**src/rtl/qos_pkg.sv**
```systemverilog
// Shared definitions for the qos buffer, its reader and tester.
package qos_pkg;

   localparam int QOS_NCLASS = 4;
   localparam int QOS_SELW   = 2;
   localparam int QOS_DW     = 8;

   typedef enum logic [2:0] {
      UNINIT  = 3'd0,
      ARB     = 3'd1,
      RELOAD  = 3'd2,
      READ    = 3'd3,
      CAPTURE = 3'd4,
      HOLD    = 3'd5
   } state_e;

endpackage

```
**src/rtl/qos_reader_if.sv**
```systemverilog
// Reader-side bundle: qos FIFO read port, downstream stream, counter port, config.
interface qos_reader_if
   import qos_pkg::*;
#(
   parameter int NCLASS = QOS_NCLASS,
   parameter int SELW   = QOS_SELW,
   parameter int DW     = QOS_DW,
   parameter int WW     = 3,
   parameter int CW     = 8
);
   logic                 init;
   logic [NCLASS*WW-1:0] WEIGHTS;
   logic [NCLASS-1:0]    FIFO_EMPTY;
   logic                 read;
   logic [SELW-1:0]      RD_SEL;
   logic [DW-1:0]        DATA_OUT;
   logic [DW-1:0]        OUT_DATA;
   logic                 OUT_VALID;
   logic                 OUT_READY;
   logic [SELW-1:0]      OUT_CLASS;
   logic                 CNT_REQ;
   logic [SELW-1:0]      CNT_IDX;
   logic                 CNT_VALID;
   logic [CW-1:0]        CNT_DATA;

   modport master (
      input  init, WEIGHTS, FIFO_EMPTY, DATA_OUT, OUT_READY, CNT_REQ, CNT_IDX,
      output read, RD_SEL, OUT_DATA, OUT_VALID, OUT_CLASS, CNT_VALID, CNT_DATA
   );

   modport slave (
      output init, WEIGHTS, FIFO_EMPTY, DATA_OUT, OUT_READY, CNT_REQ, CNT_IDX,
      input  read, RD_SEL, OUT_DATA, OUT_VALID, OUT_CLASS, CNT_VALID, CNT_DATA
   );

endinterface

```
**src/rtl/qos_rr_arbiter.sv**
```systemverilog
// Rotating-priority pick: first eligible class starting after ptr, wrapping to ptr itself.
module qos_rr_arbiter #(
   parameter int NCLASS = 4,
   parameter int SELW   = 2
) (
   input  logic [NCLASS-1:0] eligible,
   input  logic [SELW-1:0]   ptr,
   output logic              grant_valid,
   output logic [SELW-1:0]   grant_idx
);

   logic [SELW-1:0] cand;

   // Walk from the farthest offset down so the nearest eligible class wins.
   always_comb begin
      grant_valid = 1'b0;
      grant_idx   = '0;
      cand        = '0;
      for (int k = NCLASS; k >= 1; k--) begin
         cand = ptr + SELW'(k);
         if (eligible[cand]) begin
            grant_valid = 1'b1;
            grant_idx   = cand;
         end
      end
   end

endmodule

```
**src/rtl/qos_reader.sv**
```systemverilog
// Weighted round-robin reader for the qos FIFOs with per-class delivered-word counters.
// UNINIT wait init | ARB pick class | RELOAD refill credits | READ strobe | CAPTURE take byte | HOLD offer downstream
module qos_reader
   import qos_pkg::*;
#(
   parameter int NCLASS = QOS_NCLASS,
   parameter int SELW   = QOS_SELW,
   parameter int DW     = QOS_DW,
   parameter int WW     = 3,
   parameter int CW     = 8
) (
   input logic          CLK,
   input logic          RESET,
   qos_reader_if.master bus
);

   state_e            state_q, state_d;
   logic [WW-1:0]     weight_q [NCLASS];
   logic [WW-1:0]     weight_d [NCLASS];
   logic [WW-1:0]     credit_q [NCLASS];
   logic [WW-1:0]     credit_d [NCLASS];
   logic [CW-1:0]     count_q  [NCLASS];
   logic [CW-1:0]     count_d  [NCLASS];
   logic [SELW-1:0]   ptr_q, ptr_d;
   logic [SELW-1:0]   sel_q, sel_d;
   logic [DW-1:0]     out_data_q, out_data_d;
   logic [SELW-1:0]   out_class_q, out_class_d;
   logic              out_valid_q, out_valid_d;
   logic              cnt_valid_q, cnt_valid_d;
   logic [CW-1:0]     cnt_data_q, cnt_data_d;

   logic [NCLASS-1:0] eligible;
   logic              grant_valid;
   logic [SELW-1:0]   grant_idx;
   logic              init_ok;
   logic              rd;

   always_comb begin
      eligible = '0;
      for (int i = 0; i < NCLASS; i++) begin
         eligible[i] = ~bus.FIFO_EMPTY[i] & (credit_q[i] != '0);
      end
   end

   qos_rr_arbiter #(.NCLASS(NCLASS), .SELW(SELW)) u_arb (
      .eligible    (eligible),
      .ptr         (ptr_q),
      .grant_valid (grant_valid),
      .grant_idx   (grant_idx)
   );

   always_comb begin
      state_d     = state_q;
      weight_d    = weight_q;
      credit_d    = credit_q;
      count_d     = count_q;
      ptr_d       = ptr_q;
      sel_d       = sel_q;
      out_data_d  = out_data_q;
      out_class_d = out_class_q;
      out_valid_d = out_valid_q;
      init_ok     = bus.init && (state_q == UNINIT || state_q == ARB || state_q == RELOAD);

      unique case (state_q)
         UNINIT: ;
         ARB: begin
            if (grant_valid) begin
               sel_d   = grant_idx;
               state_d = READ;
            end else if ((~bus.FIFO_EMPTY) != '0) begin
               state_d = RELOAD;
            end
         end
         RELOAD: begin
            credit_d = weight_q;
            state_d  = ARB;
         end
         READ: begin
            credit_d[sel_q] = credit_q[sel_q] - WW'(1);
            ptr_d           = sel_q;
            state_d         = CAPTURE;
         end
         CAPTURE: begin
            out_data_d  = bus.DATA_OUT;
            out_class_d = sel_q;
            out_valid_d = 1'b1;
            if (count_q[sel_q] != '1) count_d[sel_q] = count_q[sel_q] + CW'(1);
            state_d = HOLD;
         end
         HOLD: begin
            if (out_valid_q && bus.OUT_READY) begin
               out_valid_d = 1'b0;
               state_d     = ARB;
            end
         end
         default: state_d = UNINIT;
      endcase

      // Init is refused while a word is in flight so nothing gets dropped.
      if (init_ok) begin
         for (int i = 0; i < NCLASS; i++) begin
            weight_d[i] = (bus.WEIGHTS[i*WW +: WW] == '0) ? WW'(1) : bus.WEIGHTS[i*WW +: WW];
            credit_d[i] = weight_d[i];
            count_d[i]  = '0;
         end
         state_d = ARB;
      end
   end

   always_comb begin
      cnt_valid_d = bus.CNT_REQ;
      cnt_data_d  = bus.CNT_REQ ? count_q[bus.CNT_IDX] : '0;
   end

   always_ff @(posedge CLK or posedge RESET) begin
      if (RESET) begin
         state_q     <= UNINIT;
         ptr_q       <= '0;
         sel_q       <= '0;
         out_data_q  <= '0;
         out_class_q <= '0;
         out_valid_q <= 1'b0;
         cnt_valid_q <= 1'b0;
         cnt_data_q  <= '0;
         for (int i = 0; i < NCLASS; i++) begin
            weight_q[i] <= '0;
            credit_q[i] <= '0;
            count_q[i]  <= '0;
         end
      end else begin
         state_q     <= state_d;
         ptr_q       <= ptr_d;
         sel_q       <= sel_d;
         out_data_q  <= out_data_d;
         out_class_q <= out_class_d;
         out_valid_q <= out_valid_d;
         cnt_valid_q <= cnt_valid_d;
         cnt_data_q  <= cnt_data_d;
         weight_q    <= weight_d;
         credit_q    <= credit_d;
         count_q     <= count_d;
      end
   end

   assign rd            = (state_q == READ);
   assign bus.read      = rd;
   assign bus.RD_SEL    = rd ? sel_q : '0;
   assign bus.OUT_DATA  = out_data_q;
   assign bus.OUT_CLASS = out_class_q;
   assign bus.OUT_VALID = out_valid_q;
   assign bus.CNT_VALID = cnt_valid_q;
   assign bus.CNT_DATA  = cnt_data_q;

endmodule

```
**src/flat_wrapper.sv**
```systemverilog
// flat-port wrapper written by rule: the top's interface ports become plain ports
module qos_reader_flat import qos_pkg::*;
#(
   parameter int NCLASS = QOS_NCLASS,
   parameter int SELW   = QOS_SELW,
   parameter int DW     = QOS_DW,
   parameter int WW     = 3,
   parameter int CW     = 8
)
  (CLK, RESET, bus_init, bus_WEIGHTS, bus_FIFO_EMPTY, bus_DATA_OUT, bus_OUT_READY, bus_CNT_REQ, bus_CNT_IDX, bus_read, bus_RD_SEL, bus_OUT_DATA, bus_OUT_VALID, bus_OUT_CLASS, bus_CNT_VALID, bus_CNT_DATA);
  qos_reader_if #(.NCLASS(NCLASS), .SELW(SELW), .DW(DW), .WW(WW), .CW(CW)) bus_i ();
  input logic CLK;
  input logic RESET;
  input wire logic [$bits(bus_i.init)-1:0] bus_init;
  input wire logic [$bits(bus_i.WEIGHTS)-1:0] bus_WEIGHTS;
  input wire logic [$bits(bus_i.FIFO_EMPTY)-1:0] bus_FIFO_EMPTY;
  input wire logic [$bits(bus_i.DATA_OUT)-1:0] bus_DATA_OUT;
  input wire logic [$bits(bus_i.OUT_READY)-1:0] bus_OUT_READY;
  input wire logic [$bits(bus_i.CNT_REQ)-1:0] bus_CNT_REQ;
  input wire logic [$bits(bus_i.CNT_IDX)-1:0] bus_CNT_IDX;
  output wire logic [$bits(bus_i.read)-1:0] bus_read;
  output wire logic [$bits(bus_i.RD_SEL)-1:0] bus_RD_SEL;
  output wire logic [$bits(bus_i.OUT_DATA)-1:0] bus_OUT_DATA;
  output wire logic [$bits(bus_i.OUT_VALID)-1:0] bus_OUT_VALID;
  output wire logic [$bits(bus_i.OUT_CLASS)-1:0] bus_OUT_CLASS;
  output wire logic [$bits(bus_i.CNT_VALID)-1:0] bus_CNT_VALID;
  output wire logic [$bits(bus_i.CNT_DATA)-1:0] bus_CNT_DATA;
  assign bus_i.init = bus_init;
  assign bus_i.WEIGHTS = bus_WEIGHTS;
  assign bus_i.FIFO_EMPTY = bus_FIFO_EMPTY;
  assign bus_i.DATA_OUT = bus_DATA_OUT;
  assign bus_i.OUT_READY = bus_OUT_READY;
  assign bus_i.CNT_REQ = bus_CNT_REQ;
  assign bus_i.CNT_IDX = bus_CNT_IDX;
  assign bus_read = bus_i.read;
  assign bus_RD_SEL = bus_i.RD_SEL;
  assign bus_OUT_DATA = bus_i.OUT_DATA;
  assign bus_OUT_VALID = bus_i.OUT_VALID;
  assign bus_OUT_CLASS = bus_i.OUT_CLASS;
  assign bus_CNT_VALID = bus_i.CNT_VALID;
  assign bus_CNT_DATA = bus_i.CNT_DATA;
  qos_reader #(.NCLASS(NCLASS), .SELW(SELW), .DW(DW), .WW(WW), .CW(CW)) u_core (.CLK(CLK), .RESET(RESET), .bus(bus_i));
endmodule
```
**config.mk**
```make
export PLATFORM = sky130hd
export DESIGN_NAME = qos_reader_flat
export DESIGN_NICKNAME = d
export VERILOG_FILES = /design/src/rtl/qos_pkg.sv /design/src/rtl/qos_reader_if.sv /design/src/rtl/qos_rr_arbiter.sv /design/src/rtl/qos_reader.sv /design/src/flat_wrapper.sv
export SDC_FILE = /design/constraint.sdc
export NUM_CORES = 1
export LEC_CHECK = 0
export CORE_MARGIN = 2
export CORE_UTILIZATION = 55
export DETAILED_ROUTE_END_ITERATION = 6
export PLACE_DENSITY = 0.88
export SLEW_MARGIN = 20
export SYNTH_ARGS = -nofsm -noshare
export SYNTH_HDL_FRONTEND = slang
export SYNTH_SLANG_ARGS = --single-unit
```
**constraint.sdc**
```tcl
create_clock -name CLK -period 3.4 [get_ports CLK]
set_input_delay 0.68 -clock CLK [delete_from_list [all_inputs] [get_ports CLK]]
set_output_delay 0.68 -clock CLK [all_outputs]
set_load 0.1 [all_outputs]
```
After elaboration in Yosys (flattened, before gate mapping)
Index checks and enable logic that the tools add are counted.

Add/subtract/negate cells: 5. $mul: 0. Div/mod/pow operators: 0. $lt $le $gt $ge: 7. Equal/unequal tests: 10. Shift operators: 0. Multiplexer cells: 49. Bitwise operators: 11. Reduce and logical (&&, ||, !) cells: 23.

Operators with widths (count): two-way mux 32 bit (3); two-way mux 8 bit (6); two-way mux 3 bit (11); binary-select mux 8 bit (select 2 bit) (2); bitwise mux 32 bit (1); case mux 12 bit (2 select lines) (1); case mux 3 bit (6 select lines) (1); demux 8 bit (select 2 bit) (1); zero test 3 bit (5); nonzero test 3 bit (5); bitwise mux 12 bit (1); < comparator 2 x 3 -> 1 bit, second input constant (4); two-way mux 12 bit (1); two-way mux 2 bit (5); two-way mux 1 bit (9); adder 8 x 1 -> 8 bit, second input constant (1); binary-select mux 1 bit (select 2 bit) (4); != test 8 bit, second input constant (1); binary-select mux 3 bit (select 2 bit) (1); demux 3 bit (select 2 bit) (1); == test 3 x 2 -> 1 bit, second input constant (2); == test 3 bit, second input constant (2); greater-or-equal comparator 3 bit, second input constant (2); inverter 2 -> 3 bit (2); 18 further kinds (33).

Register bits after elaboration: 83. Latch bits: 0. Bits in writable memories: 0. Memory bits (read-only): 0. Bits of input ports: 31. Output and inout bits: 23. Logic and storage cells: 125. Memories kept: 0.

Longest topological paths before layout
Depth in word-level cells: 11. Mapped depth: 9. Mapped depth without buffers: 7.

Hierarchy
A second synthesis with hierarchy kept.

Cell total of the unflattened synthesis: 374. Area, all modules: 4204.0 µm².

By module, submodules not included: qos_reader (times used 1, cells each 360, area an instance 4112.7 µm², sequential area each 2077.0 µm²); qos_rr_arbiter (times used 1, cells each 14, area an instance 91.3 µm², sequential area each 0.0 µm²).

Least setup slack after synthesis
Ideal clock, no wire load.

Path kind: register -> output. Start: register u_core.state_q[2]. End: output bus_RD_SEL[0]. Data arrival time: 2.252 ns. Data required time: 2.720 ns. Setup slack: 0.468 ns. Cell stages (with the launch flop): 6. Buffers on the path: 2. Path through: dfrtp_1 buf_2 nand3b_1 inv_1 buf_2 and2_1.

Cells in the longest elaborated chain, start to end: 2.

Ends and longest elaborated chain: start, declared (line qos_reader.sv:17) `state_e state_q, state_d;`; start signal, assigned (line qos_reader.sv:131) `state_q <= state_d;`; == test 3 x 2 -> 1 bit (line qos_reader.sv:145) `assign rd = (state_q == READ);`; named net bus_read (line flat_wrapper.sv:21) `output wire logic [$bits(bus_i.read)-1:0] bus_read;`; two-way mux 2 bit (line qos_reader.sv:147) `assign bus.RD_SEL = rd ? sel_q : '0;`; end, declared (line flat_wrapper.sv:22) `output wire logic [$bits(bus_i.RD_SEL)-1:0] bus_RD_SEL;`.

The timed path passes the listed nets, and every way through them passes these cells.

Worst setup path after layout
Start: register u_core.state_q[2]. End: output bus_RD_SEL[1].

Cells in the longest elaborated chain, start to end: 2.

Ends and longest elaborated chain (line): == test 3 x 2 -> 1 bit (qos_reader.sv:145); two-way mux 2 bit (qos_reader.sv:147).

No other way between the ends.

==> impl_metrics.ini <==
[clocking]
clk_pin_slew_ns = 0.09
postCtsHoldBufs = 0
cts-root-buf = clkbuf_8
clk_latency_ns = 0.36
cts_buffers = 9
cts_sinks = 83
cts-htree-levels = 3
cts_tree = yes
cts_resized = 0
clockBufferDepth = 2
post_cts_buffers = 0

[layout]
post-route-util = 0.686
fill_cells = 550
drive_gt1_frac = 0.151
nets = 472
area_delta_synth_final_pct = 19.8
diodes = 0

[die]
initial_core_util = 0.573
die-area_mm2 = 0.00830
dieWidth_um = 91.1
io-pin-count = 54
rows = 31
core_mm2 = 0.00729
fp.dieH_um = 91.1

[timing]
finalCritPeriodShare = 0.761
final.setup.tns_ns = 0
slew_headroom = 0.340
rsz0062_at_grt = false
clock_skew_ns = 0.0154
worstMarginPinSlew_ns = 0.986
drv_slew = 0
hold_viol_final = 0
setup_violations = 0
fmax_mhz = 386
fin_hold_ws_ns = 0.480
fin_crit_ns = 2.59

[pwr]
power.net_switching_uw = 1910
clkPwrFrac = 0.172
sw_frac_of_total = 0.455
seqPwrFrac = 0.365
internal_power_uw = 2290
power_per_cell_area_mw_per_mm2 = 841
ir_drop_mv = 0.551
p_leak_uw = 0.00215
comb_power_share = 0.463

[grt]
grt_pass1_vias = 3310
grt_pass1_wl_um = 16300
grtUsageTotal = 0.248
grt_max_degree = 46
use_met1 = 0.334
grt_antenna_before_repair = 0
use_met3 = 0.0407
gr-total-overflow = 0
busiest_layer = met2
use_met2 = 0.411

[outcome]
status = completed

[worst_setup_path]
cp-start-kind = register
path_max_fanout = 11
end_kind = output pin
r2r_cells = 5
cp.arrival_ns = 1.91
required_ns = 2.72
critical_path_class = register to output pin

[synthesis]
ys_seq_elements = 83
yosysTopAreaCell = dfrtp_1
post_synth_num_cell_types = 53
yosys_warnings = 0
seq_area_frac_synth = 0.497
avgSynthCellArea_um2 = 10.7
synth_ff_type = dfrtp_1
synth_commonest_cells = dfrtp_1, nand2_1, o21ai_0
synth_top_area_frac = 0.497
async_reset_ff_frac = 1.00
synthTopCellsByArea = dfrtp_1, mux4_2, nand2_1
synth_edf_count = 0
synth_cells = 390
synth_nets = 423
synth_most_common_cell = dfrtp_1
syn_area_mm2 = 0.00418

[flow_run]
cap_viol_max_count = 0

[route]
drt-initial-drc-count = 262
drc = 0
detail_route.wl_per_cell_um = 17.9
routed_via_density = 6.20
wl_um = 9710
firstDrtPassIters = 4
vias = 3364
ant_nets = 0

[hold_path]
min_path_cells = 2
hold_path.class = register to register

[placement]
place_congestion = 0.838
hpwlAfterDp_um = 6960
portBuffers = 53
[metal layers]
layer	part of all wire	routed length (µm)
met5	0	0
met4	0.019	189
met3	0.058	562
met2	0.51	4960
met1	0.41	4000
[placed cells by master (no fill, tap or decap), types with 3 or more instances in the layout]
master	netlist	final
inv_1	9	8
mux2_2	10	10
o21ai_0	34	34
and2_1	12	12
a21o_1	5	5
nor2_1	24	24
o21ai_2	4	4
nand3_1	24	24
o32a_1	3	3
dfrtp_1	83	83
clkdlybuf4s50_1	0	49
buf_4	1	8
nor3b_1	4	4
nor2b_1	5	5
clkbuf_8	0	9
nand3b_1	4	4
a31oi_1	3	3
nand2_1	56	56
buf_12	0	3
nor3_1	10	10
mux4_2	16	16
a22oi_1	5	5
a21oi_1	9	9
xnor2_1	3	3
a32o_1	8	8
[power groups by stage]
stage / Clock [µW] / Combinational (µW) / Sequential (µW)
global placement: 0 / 1870 / 1520
detailed placement: 0 / 1930 / 1550
floorplan: 0 / 1070 / 1910
global route: 781 / 2080 / 1570
finish: 724 / 1950 / 1530
CTS: 736 / 1940 / 1530
[stage by stage]
| step | std cells | setup slack (ns) | cell area (µm²) | total power [µW] |
|---|---|---|---|---|
| detailed placement | 527 | 0.627 | 4800 | 3480 |
| global placement | 527 | 0.796 | 4800 | 3400 |
| finish | 543 | 0.812 | 5000 | 4210 |
| CTS | 543 | 0.788 | 5000 | 4210 |
| global route | 543 | 0.709 | 5000 | 4430 |
| floorplan | 390 | 0.468 | 4180 | 2980 |
[path summary, 6_finish.rpt]
check                                                         from                                 end  slack (ns)
worst max register to register         u_core.sel_q[0]$_DFFE_PP0P_      u_core.count_q[29]$_DFFE_PP0P_        0.91
worst min register to register  u_core.bus.OUT_DATA[6]$_DFFE_PP0P_  u_core.bus.OUT_DATA[6]$_DFFE_PP0P_        0.48
min in group asynchronous                                    RESET      u_core.credit_q[3]$_DFFE_PP0P_        0.73
worst min-delay path            u_core.bus.OUT_DATA[6]$_DFFE_PP0P_  u_core.bus.OUT_DATA[6]$_DFFE_PP0P_        0.48
worst max-delay path                 u_core.state_q[2]$_DFFE_PP0P_                       bus_RD_SEL[1]        0.81
max in group asynchronous                                    RESET    u_core.bus.CNT_DATA[6]$_DFF_PP0_        2.02
[state kept, by name, indices dropped and copies added (netlist names)]
register	count
u_core.bus.OUT_CLASS	2
u_core.weight_q	12
u_core.ptr_q	2
u_core.state_q	3
u_core.bus.OUT_VALID	1
u_core.bus.CNT_VALID	1
u_core.sel_q	2
u_core.bus.CNT_DATA	8
u_core.credit_q	12
u_core.count_q	32
u_core.bus.OUT_DATA	8
[worst max-delay path, cell delays in order, from the launching register on]
cell      delay, ns
dfrtp_1        0.49
nand3b_1       0.22
inv_1          0.35
and2_1         0.28
buf_12         0.20
[final cells by class]
class | count | area, µm² | area share
inverters | 9 | 35.0 | 0.00700
clock inverters | 6 | 72.6 | 0.0145
well taps | 99 | 124 | 0.0248
multi-input cells | 276 | 1960 | 0.391
clock buffers | 10 | 128 | 0.0255
repair buffers | 60 | 611 | 0.122
flip-flops and latches | 83 | 2080 | 0.415
[kinds of logic (layout without fill, tap and decap cells)]
group	after synthesis	count (layout)	synth area share
and+or+nand+nor	155	155	0.188
AOI/OAI and AO/OA	85	85	0.136
DFF	83	83	0.497
buffers and inverters	31	85	0.0342
muxes	29	29	0.128
xor gates and xnor gates	5	5	0.0105
adders and majority gates	2	2	0.00599
Note: power is estimated with default switching activity, not from simulation.
==> variant 1 (same settings) <==
Take the reset off `out_data_q` and load it in a clocked block of its own.
--- a/src/rtl/qos_reader.sv
+++ b/src/rtl/qos_reader.sv
@@ -117,7 +117,6 @@
          state_q     <= UNINIT;
          ptr_q       <= '0;
          sel_q       <= '0;
-         out_data_q  <= '0;
          out_class_q <= '0;
          out_valid_q <= 1'b0;
          cnt_valid_q <= 1'b0;
@@ -131,7 +130,6 @@
          state_q     <= state_d;
          ptr_q       <= ptr_d;
          sel_q       <= sel_d;
-         out_data_q  <= out_data_d;
          out_class_q <= out_class_d;
          out_valid_q <= out_valid_d;
          cnt_valid_q <= cnt_valid_d;
@@ -140,6 +138,10 @@
          credit_q    <= credit_d;
          count_q     <= count_d;
       end
+   end
+
+   always_ff @(posedge CLK) begin
+      out_data_q <= out_data_d;
    end
 
    assign rd            = (state_q == READ);
Formal check against the unedited RTL: differs if RESET is asserted again (counterexample within 10 cycles, from zero or initial values and one cycle with RESET high); with RESET held inactive, the same outputs for 10 cycles.
==> variant 1 against the original RTL <==
Synthesized area is 1.3% lower; global-route usage hardly changed; power is 8.4% lower; highest routed layer unchanged; largest power group unchanged; wire length down 1.6%; clock skew is 2.0 ps lower; final area shrank 0.60%; fmax decreased by 0.53%; via count decreased by 4.9%; sequential cell count stayed put; core utilization barely moved; die area down 1.3%; largest cell class unchanged; worst setup slack got worse by 14 ps; critical path depth up 2; worst hold slack got worse by 6.9 ps.
==> variant 1: results (changes against the original RTL) <==
RUN STATUS
------------------------------------------------------------------------------------
Run status                                                                 completed

FINAL LAYOUT
------------------------------------------------------------------------------------
Final instance count without filler cells                                        514   -5.3%
Non-clk buf share                                                              11.8%   -0.43 points
Multi-input gate share of the layout cell area                                 37.2%   -1.9 points
Clock network area share                                                       5.33%   +1.3 points
Multi-input gates                                                                248   -10%
Layout cell share with drive strength beyond 1                                 14.9%   -0.15 points
Non-clock inverters                                                                8   -1

ROUTE
------------------------------------------------------------------------------------
Average detailed-routed wire length per instance                             18.6 um   +4.0%
Initial detailed-routing violation count                                         244   -6.9%
Via density                                                                     6.22   +0.46%
Routed length on met2                                                        4.97 mm   +0.30%
Met3 Routed Length                                                            616 um   +9.6%

POWER AND IR DROP
------------------------------------------------------------------------------------
Standby leakage power                                                     0.00206 uW   -4.5%
VDD IR max                                                                  0.446 mV   -19%
Total clock network power                                                     921 uW   +27%
Combinational cell fraction of total power                                     38.3%   -8.0 points
Net Switching                                                                1490 uW   -22%

STA
------------------------------------------------------------------------------------
Transition time at the pin with the least slew margin                         989 ps   +2.72 ps
Worst Skew                                                                   13.5 ps   -1.98 ps

PLACE
------------------------------------------------------------------------------------
Routability congestion estimate                                                0.950   +13%

YOSYS
------------------------------------------------------------------------------------
Multiplexer area fraction after synthesis                                      13.7%   +0.84 points
Library cells used by synthesis                                                   49   -7.5%
Compound-cell area share of the yosys netlist                                  13.6%   +0.034 points
Number of nets in the synthesized netlist                                        393   -7.1%
Post-synthesis adder-cell area fraction                                       0.608%   +0.0082 points
Share of the synthesized netlist area taken by xor and xnor gates              1.49%   +0.44 points
Count of flip-flops with a built-in enable after synthesis                         8   +8
Cell types with the largest area share after synthesis                  dfrtp_1 46%, mux4_2 8.7%, edfxtp_1 5.8%, nand3_1 4.1%, o21ai_1 3.4%
Register area share after synthesis                                            51.4%   +1.7 points
Share of flip-flops with an asynchronous set or reset after synthesis          90.4%   -9.6 points
Most common library cells after synthesis                               75 x dfrtp_1, 34 x nand3_1, 28 x o21ai_1

GRT
------------------------------------------------------------------------------------
First-pass GRT wire length                                                   16.1 mm   -1.3%
Overall Global Routing Usage                                                   24.8%   about the same
Largest net degree at the start of global routing                                 42   -8.7%
GRT met2 Usage                                                                 41.6%   +0.49 points

SETUP PATH
------------------------------------------------------------------------------------
Worst path arrival time                                                      2810 ps   +900 ps
Kind of cell adding the most delay to the critical path                   flip-flops
Longest individual stage delay on the worst path                              680 ps   +190 ps

==> variant 1: cell types whose count changed after synthesis, moves of 10 or more <==
| cell | before | now |
|---|---|---|
| o21ai_0 | 34 | 16 |
| o21ai_1 | 0 | 28 |
| nand3_1 | 24 | 34 |
| nand2_1 | 56 | 19 |
==> variant 1: worst paths after layout <==
check / from / to / slack, ps
worst max-delay path: u_core.sel_q[0] / u_core.count_q[8] / 800
worst min register to register: u_core.weight_q[2] / u_core.weight_q[2] / 470
max in group asynchronous: RESET / u_core.count_q[16] / 2190
worst min-delay path: u_core.weight_q[2] / u_core.weight_q[2] / 470
min in group asynchronous: RESET / u_core.count_q[19] / 610
worst max register to register: u_core.sel_q[0] / u_core.count_q[8] / 800
==> variant 1: metrics by stage <==
step	total power, uW	cell area, sq um	setup WS [ps]
3_3_place_gp	2860	4710	837
3_5_place_dp	2930	4710	805
4_1_cts	3840	4970	781
2_1_floorplan	2570	4120	488
6_report	3850	4970	799
5_1_grt	4050	4970	572
==> variant 2 (same flow settings) <==
Made on the original files. `CW` is set to 8 in 3 places; all go to 12.
--- a/src/rtl/qos_reader_if.sv
+++ b/src/rtl/qos_reader_if.sv
@@ -6,7 +6,7 @@
    parameter int SELW   = QOS_SELW,
    parameter int DW     = QOS_DW,
    parameter int WW     = 3,
-   parameter int CW     = 8
+   parameter int CW     = 12
 );
    logic                 init;
    logic [NCLASS*WW-1:0] WEIGHTS;
--- a/src/rtl/qos_reader.sv
+++ b/src/rtl/qos_reader.sv
@@ -7,7 +7,7 @@
    parameter int SELW   = QOS_SELW,
    parameter int DW     = QOS_DW,
    parameter int WW     = 3,
-   parameter int CW     = 8
+   parameter int CW     = 12
 ) (
    input logic          CLK,
    input logic          RESET,
--- a/src/flat_wrapper.sv
+++ b/src/flat_wrapper.sv
@@ -5,7 +5,7 @@
    parameter int SELW   = QOS_SELW,
    parameter int DW     = QOS_DW,
    parameter int WW     = 3,
-   parameter int CW     = 8
+   parameter int CW     = 12
 )
   (CLK, RESET, bus_init, bus_WEIGHTS, bus_FIFO_EMPTY, bus_DATA_OUT, bus_OUT_READY, bus_CNT_REQ, bus_CNT_IDX, bus_read, bus_RD_SEL, bus_OUT_DATA, bus_OUT_VALID, bus_OUT_CLASS, bus_CNT_VALID, bus_CNT_DATA);
   qos_reader_if #(.NCLASS(NCLASS), .SELW(SELW), .DW(DW), .WW(WW), .CW(CW)) bus_i ();
Ports: changed (resized bus_CNT_DATA); port bits go from 54 to 58. No check against the original RTL was run, so the function may have changed too.
==> variant 2 against the original RTL <==
Synthesized area up 25%; final area grew 20%; wire length increased by 21%; worst setup slack lost 310 ps; die area rose by 24%; sequential cell count is 20 higher; critical endpoint is now u_core.count_q[14]; highest routed layer unchanged.
Power is not compared: it rests on default switching activity, and its combinational part moved more than twofold at a synthesized area within 25%.
==> variant 2: results (changes against the original RTL) <==
HOLD PATH
----------------------------------------------------------------------------------------
Hold endpoint                                                               u_core.weight_q[6]
Critical hold path startpoint                                               u_core.weight_q[6]
Worst Hold Path Cells                                                                  1   -1

ROUTE
----------------------------------------------------------------------------------------
Number of search-and-repair iterations in the first detailed-routing pass              5   +1
Via density                                                                         6.32   +2.0%
Routed length on met2                                                            5.99 mm   +21%
Met3 Routed Length                                                                752 um   +34%
Initial detailed-routing violation count                                             331   +26%
Average detailed-routed wire length per instance                                 18.4 um   +2.7%

STA
----------------------------------------------------------------------------------------
Worst Skew                                                                       11.1 ps   -4.33 ps
Worst Hold Slack                                                                  494 ps   +13.5 ps

GRT
----------------------------------------------------------------------------------------
Via count of the first global-routing pass                                         3,970   +20%
Largest net degree at the start of global routing                                     51   +11%
GRT met2 Usage                                                                     40.2%   -0.92 points

YOSYS
----------------------------------------------------------------------------------------
Number of nets in the synthesized netlist                                            508   +20%
Most common library cells after synthesis                                   103 x dfrtp_1, 46 x nand3_1, 44 x nor2_1
Count of mapped cells out of synthesis                                               475   +22%
Library cells used by synthesis                                                       52   -1.9%

SETUP PATH
----------------------------------------------------------------------------------------
WS Path Type                                                                register to register
Worst r2r dst                                                               u_core.count_q[14]
Reg2reg setup slack                                                               500 ps   -410 ps
Register-to-Register Path Depth                                                        8   +3
Longest individual stage delay on the worst path                                  730 ps   +240 ps

PLACE
----------------------------------------------------------------------------------------
Count of input and output buffers                                                     57   +7.5%
Cell total after placement                                                           621   +18%
Routability congestion estimate                                                    0.922   +10%
Placement-stage worst setup slack                                                 551 ps   -75.4 ps
Placed instance area                                                          5800 sq um   +21%

FINAL LAYOUT
----------------------------------------------------------------------------------------
Cell area after layout                                                        6000 sq um   +20%
Layout cell share with drive strength beyond 1                                     16.7%   +1.6 points

RUN STATUS
----------------------------------------------------------------------------------------
Run status                                                                     completed

## variant 2: changes by cell type after synthesis, moves of 6 or more
cell      change
nand3_1      +22
o21ai_1       +8
mux4_2       +10
buf_6         +6
o21ai_0       +6
mux2_2        +6
and2_1        +7
nand2_1      -14
buf_2         -9
dfrtp_1      +20
nor2_1       +20
clkbuf_1      +6
## variant 2: area by class of cell
| class | count | area share, % |
|---|---|---|
| Inverter | 7 | 0.480 |
| Tap cell | 111 | 2.32 |
| Clock inverter | 6 | 1.13 |
| Clock buffer | 10 | 2.13 |
| Multi-Input combinational cell | 333 | 40.3 |
| Sequential cell | 103 | 43.0 |
| Timing Repair Buffer | 67 | 10.7 |
## variant 2: power groups by stage
stage | Combinational [uW] | Clock, uW | Sequential, uW
final | 180 | 776 | 1250
after floorplan | 59.1 | 0 | 1320
after global placement | 178 | 0 | 1270
after CTS | 183 | 784 | 1250
after global routing | 195 | 838 | 1250
after detailed placement | 183 | 0 | 1270
